File: config.mk
export PLATFORM = sky130hd
export DESIGN_NAME = alu_exec_unit
export DESIGN_NICKNAME = d
export VERILOG_FILES = /design/src/rtl/alu_pkg.sv /design/src/rtl/alu_muldiv_iter.sv /design/src/rtl/alu_exec_unit.sv
export SDC_FILE = /design/constraint.sdc
export NUM_CORES = 1
export LEC_CHECK = 0
export ABC_AREA = 0
export CELL_PAD_IN_SITES_DETAIL_PLACEMENT = 0
export CELL_PAD_IN_SITES_GLOBAL_PLACEMENT = 2
export CORE_MARGIN = 1.5
export CORE_UTILIZATION = 37
export CTS_BUF_LIST = sky130_fd_sc_hd__clkbuf_2
export CTS_CLUSTER_SIZE = 28
export DETAILED_ROUTE_END_ITERATION = 7
export GPL_TIMING_DRIVEN = 1
export PLACE_DENSITY_LB_ADDON = 0.05
export RECOVER_POWER = 50
export SLEW_MARGIN = 10
export SYNTH_ARGS = -nofsm -noshare
export SYNTH_HDL_FRONTEND = slang
export SYNTH_HIERARCHICAL = 1
export SYNTH_SLANG_ARGS = --single-unit
File: constraint.sdc
create_clock -name Clock -period 5.75 [get_ports Clock]
set_input_delay 0.575 -clock Clock [delete_from_list [all_inputs] [get_ports Clock]]
set_output_delay 0.575 -clock Clock [all_outputs]
set_load 0.02 [all_outputs]
File: src/rtl/alu_pkg.sv
// alu_pkg: ALU_Control operation codes and execution-unit FSM encoding.
// Shared by the ALU control decoder and alu_exec_unit; no ports.
package alu_pkg;
    localparam logic [3:0] ALU_DIV     = 4'b0000;
    localparam logic [3:0] ALU_MUL     = 4'b0001;
    localparam logic [3:0] ALU_SUB     = 4'b0010;
    localparam logic [3:0] ALU_ADD     = 4'b0011;
    localparam logic [3:0] ALU_OR      = 4'b0100;
    localparam logic [3:0] ALU_AND     = 4'b0101;
    localparam logic [3:0] ALU_BNE     = 4'b0110;
    localparam logic [3:0] ALU_BGT     = 4'b0111;
    localparam logic [3:0] ALU_BLT     = 4'b1000;
    localparam logic [3:0] ALU_INVALID = 4'b1111;

    typedef enum logic [1:0] {
        S_IDLE   = 2'd0,
        S_MUL    = 2'd1,
        S_DIV    = 2'd2,
        S_FINISH = 2'd3
    } alu_state_t;
endpackage

File: src/rtl/alu_muldiv_iter.sv
// alu_muldiv_iter: shared one-bit-per-cycle shift-add multiplier / restoring divider.
// Ports: clk, rst_n (async, active low); load latches a, b and is_div and arms the
// counter at WIDTH-1; step advances one iteration; last flags the final iteration;
// lo_next/hi_next are the register values after the current step (product low/high
// or quotient/remainder once last has stepped).
module alu_muldiv_iter #(
    parameter int WIDTH = 32
) (
    input  logic             clk,
    input  logic             rst_n,
    input  logic             load,
    input  logic             is_div,
    input  logic             step,
    input  logic [WIDTH-1:0] a,
    input  logic [WIDTH-1:0] b,
    output logic             last,
    output logic [WIDTH-1:0] lo_next,
    output logic [WIDTH-1:0] hi_next
);
    localparam int CW = $clog2(WIDTH);

    logic [WIDTH-1:0] hi_q, hi_d, lo_q, lo_d, b_q, b_d;
    logic             div_q, div_d;
    logic [CW-1:0]    cnt_q, cnt_d;
    logic [WIDTH:0]   mul_sum, rem_sh, rem_diff;

    // Multiply: {hi,lo} starts as {0,A}; add B into hi when lo[0] is set, then shift right.
    assign mul_sum  = {1'b0, hi_q} + (lo_q[0] ? {1'b0, b_q} : '0);
    // Divide: {hi,lo} starts as {0,A}; shift the next dividend bit into the remainder and
    // keep the subtraction unless it borrows. With B=0 every step succeeds, which yields
    // an all-ones quotient and leaves A in the remainder.
    assign rem_sh   = {hi_q, lo_q[WIDTH-1]};
    assign rem_diff = rem_sh - {1'b0, b_q};
    assign last     = cnt_q == '0;
    assign lo_next  = lo_d;
    assign hi_next  = hi_d;

    always_comb begin
        hi_d  = hi_q;
        lo_d  = lo_q;
        b_d   = b_q;
        div_d = div_q;
        cnt_d = cnt_q;
        if (load) begin
            hi_d  = '0;
            lo_d  = a;
            b_d   = b;
            div_d = is_div;
            cnt_d = CW'(WIDTH - 1);
        end else if (step) begin
            cnt_d = cnt_q - CW'(1);
            hi_d  = div_q ? (rem_diff[WIDTH] ? rem_sh[WIDTH-1:0] : rem_diff[WIDTH-1:0])
                          : mul_sum[WIDTH:1];
            lo_d  = div_q ? {lo_q[WIDTH-2:0], ~rem_diff[WIDTH]}
                          : {mul_sum[0], lo_q[WIDTH-1:1]};
        end
    end

    always_ff @(posedge clk or negedge rst_n) begin
        if (!rst_n) begin
            hi_q  <= '0;
            lo_q  <= '0;
            b_q   <= '0;
            div_q <= 1'b0;
            cnt_q <= '0;
        end else begin
            hi_q  <= hi_d;
            lo_q  <= lo_d;
            b_q   <= b_d;
            div_q <= div_d;
            cnt_q <= cnt_d;
        end
    end
endmodule

File: src/rtl/alu_exec_unit.sv
// alu_exec_unit: EX-stage ALU executing decoded ALU_Control ops with a Start/Busy/Done handshake.
// Ports: Clock, Reset_n (async, active low); Start/ALU_Control/A/B request an op (honoured
// when Busy=0); Busy during iterative mul/div; Done pulses when Result, Result_Hi, Zero,
// Branch_Taken and Invalid have been updated; those outputs hold until the next update.
module alu_exec_unit #(
    parameter int WIDTH = 32
) (
    input  logic             Clock,
    input  logic             Reset_n,
    input  logic             Start,
    input  logic [3:0]       ALU_Control,
    input  logic [WIDTH-1:0] A,
    input  logic [WIDTH-1:0] B,
    output logic             Busy,
    output logic             Done,
    output logic [WIDTH-1:0] Result,
    output logic [WIDTH-1:0] Result_Hi,
    output logic             Zero,
    output logic             Branch_Taken,
    output logic             Invalid
);
    import alu_pkg::*;

    alu_state_t       state_q, state_d;
    logic [WIDTH-1:0] result_q, result_d, hi_q, hi_d;
    logic             zero_q, zero_d, taken_q, taken_d, invalid_q, invalid_d;
    logic [WIDTH-1:0] diff, alu_res, md_lo, md_hi;
    logic             taken, bad, is_iter, md_load, md_step, md_last, upd;

    assign diff    = A - B;
    assign bad     = ALU_Control > ALU_BLT;
    assign is_iter = (ALU_Control == ALU_MUL) || (ALU_Control == ALU_DIV);
    // Sub and all three compares return A-B.
    assign alu_res = bad                      ? '0 :
                     (ALU_Control == ALU_ADD) ? A + B :
                     (ALU_Control == ALU_OR)  ? A | B :
                     (ALU_Control == ALU_AND) ? A & B : diff;
    assign taken   = (ALU_Control == ALU_BNE) ? (A != B) :
                     (ALU_Control == ALU_BGT) ? ($signed(A) > $signed(B)) :
                     (ALU_Control == ALU_BLT) && ($signed(A) < $signed(B));

    assign Busy         = (state_q == S_MUL) || (state_q == S_DIV);
    assign Done         = state_q == S_FINISH;
    assign Result       = result_q;
    assign Result_Hi    = hi_q;
    assign Zero         = zero_q;
    assign Branch_Taken = taken_q;
    assign Invalid      = invalid_q;

    alu_muldiv_iter #(.WIDTH(WIDTH)) u_muldiv (
        .clk     (Clock),
        .rst_n   (Reset_n),
        .load    (md_load),
        .is_div  (ALU_Control == ALU_DIV),
        .step    (md_step),
        .a       (A),
        .b       (B),
        .last    (md_last),
        .lo_next (md_lo),
        .hi_next (md_hi)
    );

    always_comb begin
        state_d   = state_q;
        result_d  = result_q;
        hi_d      = hi_q;
        taken_d   = taken_q;
        invalid_d = invalid_q;
        md_load   = 1'b0;
        md_step   = 1'b0;
        upd       = 1'b0;
        case (state_q)
            S_MUL, S_DIV: begin
                md_step = 1'b1;
                if (md_last) begin
                    state_d   = S_FINISH;
                    result_d  = md_lo;
                    hi_d      = md_hi;
                    taken_d   = 1'b0;
                    invalid_d = 1'b0;
                    upd       = 1'b1;
                end
            end
            default: begin
                // IDLE and FINISH both accept a new request, so Done can overlap the next Start.
                state_d = S_IDLE;
                if (Start) begin
                    md_load = is_iter;
                    state_d = (ALU_Control == ALU_MUL) ? S_MUL :
                              (ALU_Control == ALU_DIV) ? S_DIV : S_FINISH;
                    if (!is_iter) begin
                        result_d  = alu_res;
                        hi_d      = '0;
                        taken_d   = taken;
                        invalid_d = bad;
                        upd       = 1'b1;
                    end
                end
            end
        endcase
        // Zero only tracks Result on updates, so it stays 0 out of reset.
        zero_d = upd ? (result_d == '0) : zero_q;
    end

    always_ff @(posedge Clock or negedge Reset_n) begin
        if (!Reset_n) begin
            state_q   <= S_IDLE;
            result_q  <= '0;
            hi_q      <= '0;
            zero_q    <= 1'b0;
            taken_q   <= 1'b0;
            invalid_q <= 1'b0;
        end else begin
            state_q   <= state_d;
            result_q  <= result_d;
            hi_q      <= hi_d;
            zero_q    <= zero_d;
            taken_q   <= taken_d;
            invalid_q <= invalid_d;
        end
    end
endmodule

==> summary.md <==
| Metric | Value |
|---|---|
| Most frequent cell after synthesis | nand2_1 |
| Starting Density | 37.4% |
| Final TNS setup | 0 ns |
| Synth top area share | 24.5% |
| Worst Hold Depth | 3 |
| Largest net degree at the start of global routing | 61 |
| Net Sw Frac | 55.3% |
| R2R depth | 22 |
| Switching Power | 6.09 mW |
| # clock sinks | 171 |
| Post-Syn Area per Cell | 7.92 um2 |
| WS Path Type | reg -> reg |
| Synthesis-to-layout area growth | 14.5% |
| Top post-synthesis cells by area | dfrtp_1 (25%), ha_1 (12%), o21ai_0 (5.8%) |
| Routed wire per std cell | 25.1 um |
| Rel. slew slack | -119% |
| Die width | 220 um |
| Clock transition at path regs | 0.30 ns |
| IO Pins | 140 |
| Post-synth EDFFs | 0 |
| RSZ-0062 raised after global routing | false |
| CTS max path bufs | 2 |
| H-tree depth | 4 |
| GRT Residual Overflow | 0 |
| CTS buffer count | 17 |
| Layout cells sized above 1 | 6.96% |
| Die H | 220 um |
| Pleak | 8.64 nW |
| Post-DP HPWL | 55600 um |
| Register bit total from synthesis | 171 |
| Clock Latency Late Sink | 1.21 ns |
| Worst Hold Endpoint | u_muldiv/b_q[31]$_DFFE_PN0P_ |
| Max FO, Critical Path | 7 |
| First-pass GRT wire length | 108000 um |
| Final Max Slew Viols | 160 |
| Max Clk Rate | 0.188 GHz |
| Cell taking the most area after synthesis | dfrtp_1 |
| RD Place Congestion | 0.956 |
| Detail Route Antenna Nets | 0 |
| Hold Startpoint | B[31] |
| Vias in the first global route | 17200 |
| Post-synthesis cell count | 2200 |
| Cell variety after synth | 106 |
| Failing checks | capacitance limit, slew limit |
| Dpl cells | 2868 |
| Synth Flop Type | dfrtp_1 |
| Min Tclk post-route | 5.33 ns |
| Via count | 17400 |
| Final Hold Fails | 0 |
| Final Total Pwr | 11.0 mW |
| Peak supply drop | 0.245 mV |
| Iter 0 DRT Violations | 1493 |
| PortBufs | 139 |
| Total GRT Usage | 30.4% |
| Final cell count without fillers | 2928 |
| Crit path launch type | flip-flop |
| Setup violators final | 0 |
| Root buffer cell | clkbuf_2 |
| Clock skew | 0.0540 ns |
| Core Region | 0.0466 mm2 |
| FF-to-FF End | Zero$_DFFE_PN0P_ |
| Hold crit path type | in -> reg |
| Critical Path End Type | flip-flop |
| Comb pwr share | 73.5% |
| Row count | 79 |
| Sequential element share of the synthesized area | 24.5% |
| Crit Reg-Reg Startpoint | u_muldiv/lo_q[31]$_DFF_PN0_ |
| Mapped Nets | 2438 |
| Filler cells | 4781 |
| Crit path DAT | 6.45 ns |
| Asr flop ratio synth | 100% |
| Flop pwr share | 19.7% |
| Max-cap violations | 4 |
| Detailed Route WL | 73400 um |
| Setup ws final | 0.425 ns |
| Final nets | 2538 |
| Synth warnings | 6 |
| Pwr/cell area | 552 mW/mm2 |
| Final Cycle Share | 92.6% |
| Least-Margin Pin Slew | 3.28 ns |
| Initial antenna violation count | 3 |
| Status | finished, violations left |
| Synth cell count leaders | nand2_1 (219), o21ai_0 (201), dfrtp_1 (171) |
| Cell area after synthesis | 0.0174 mm2 |
| CTS tree | built |
| Clock share of power | 6.8% |
| Fin util | 42.9% |
| Drt drc | 0 |
| Via density per instance | 5.94 |
| R2r setup slk | 0.42 ns |
| Internal Power | 4.92 mW |
| Pre-Repair DR Iteration Count | 6 |
| WP data required | 6.87 ns |
| Setup slack at placement | 0.429 ns |
| Die area | 0.0484 mm2 |
==> power groups by stage <==
| stage | Clock (mW) | Sequential, mW | Combinational [mW] |
|---|---|---|---|
| 4_1_cts | 0.774 | 2.16 | 8.08 |
| 3_3_place_gp | 0 | 2.18 | 8.02 |
| 6_report | 0.744 | 2.17 | 8.10 |
| 3_5_place_dp | 0 | 2.19 | 8.02 |
| 2_1_floorplan | 0 | 2.12 | 5.47 |
| 5_1_grt | 0.819 | 2.23 | 8.81 |
==> flip-flops by register name, summed over array words and instances, names as in the netlist <==
name / flops
Branch_Taken: 1
Invalid: 1
Result: 32
Result_Hi: 32
Zero: 1
state_q: 2
u_muldiv/b_q: 32
u_muldiv/cnt_q: 5
u_muldiv/div_q: 1
u_muldiv/hi_q: 32
u_muldiv/lo_q: 32
==> cell usage in the layout (no fill, tap or decap), drive strengths merged, types with 28 or more instances in the layout <==
cell,n
a21oi,161
o21ai,213
buf,54
nor2,119
nor3,45
and2,49
xnor2,62
a22o,40
inv,160
clkdlybuf4s50,138
dfrtp,171
a211oi,28
nand3,68
a22oi,31
ha,163
nand2,221
mux2i,59
a21o,42
==> timing repair <==
| action | in CTS | in global routing |
|---|---|---|
| hold buffers | 20 | 0 |
| gates resized for setup | 0 | 0 |
| hold endpoints to repair | 122 | 0 |
| setup buffers | 0 | 0 |
==> worst max-delay path by stage <==
stage,slack (ns),endpoint,cells past startpoint,from
floorplan,1.22,Zero$_DFFE_PN0P_,23,u_muldiv/lo_q[31]$_DFF_PN0_
global placement,0.50,Zero$_DFFE_PN0P_,22,u_muldiv/lo_q[31]$_DFF_PN0_
detailed placement,0.43,Zero$_DFFE_PN0P_,22,u_muldiv/lo_q[31]$_DFF_PN0_
CTS,0.30,Zero$_DFFE_PN0P_,22,u_muldiv/lo_q[31]$_DFF_PN0_
global route,0.03,Zero$_DFFE_PN0P_,22,u_muldiv/lo_q[31]$_DFF_PN0_
finish,0.42,Zero$_DFFE_PN0P_,22,u_muldiv/lo_q[31]$_DFF_PN0_
==> critical path, cell delays in order, from the launching register on <==
cell,delay (ns)
dfrtp_1,0.41
inv_1,0.07
ha_1,0.23
fa_1,0.40
nand2b_1,0.20
a21oi_1,0.23
o21ai_1,0.18
a21oi_2,0.26
o311ai_2,0.16
a31oi_2,0.35
o21ai_4,0.15
nand2_4,0.08
o21ai_0,0.11
mux2i_1,0.15
a21oi_1,0.08
a21o_1,0.18
or4_1,0.50
or4_1,0.44
nor3_1,0.16
nand4bb_1,0.12
nor4_1,0.45
nand4_1,0.17
o21ai_1,0.16
==> per-stage QoR <==
step                      hold slack (ns)  instance area [um2]
after CTS                         0.00434                20000
final                               0.107                20000
after detailed placement            0.485                19500
after global routing               0.0129                20000
after floorplan                     0.279                17400
after global placement              0.481                19500
==> cell type report <==
class                           instances  area, um2  area share, %
Sequential cell                       171       4280           21.4
Multi-Input combinational cell       1739      12100           60.5
Tap cell                              607        759           3.81
Antenna cell                            8       20.0          0.100
Timing Repair Buffer                  217       2010           10.1
Inverter                              154        578           2.90
Clock inverter                         12        129          0.646
Clock buffer                           20        100          0.502
==> layer usage <==
layer  vias up  part of all wire (%)  track usage, %  routed length [um]
met5         -                     0               0                   0
met4         0                   2.9            11.1                2130
met3       115                   4.9            4.27                3560
met2       569                    48            52.1               35500
met1      8515                    44            38.7               32200
li1       8206                     -               -                   -
==> cells by family (layout without fill, tap and decap cells) <==
group	count (synthesis)	after routing	synth area share, %
mux	82	82	4.92
xor+xnor	86	86	4.32
buf+inv	290	403	6.58
compound gates	743	743	28.5
other cells	0	8	0
flops	171	171	24.5
fa+ha+maj	167	167	12.2
simple gates	661	661	19.0
Power figures use the tool's default switching activity.
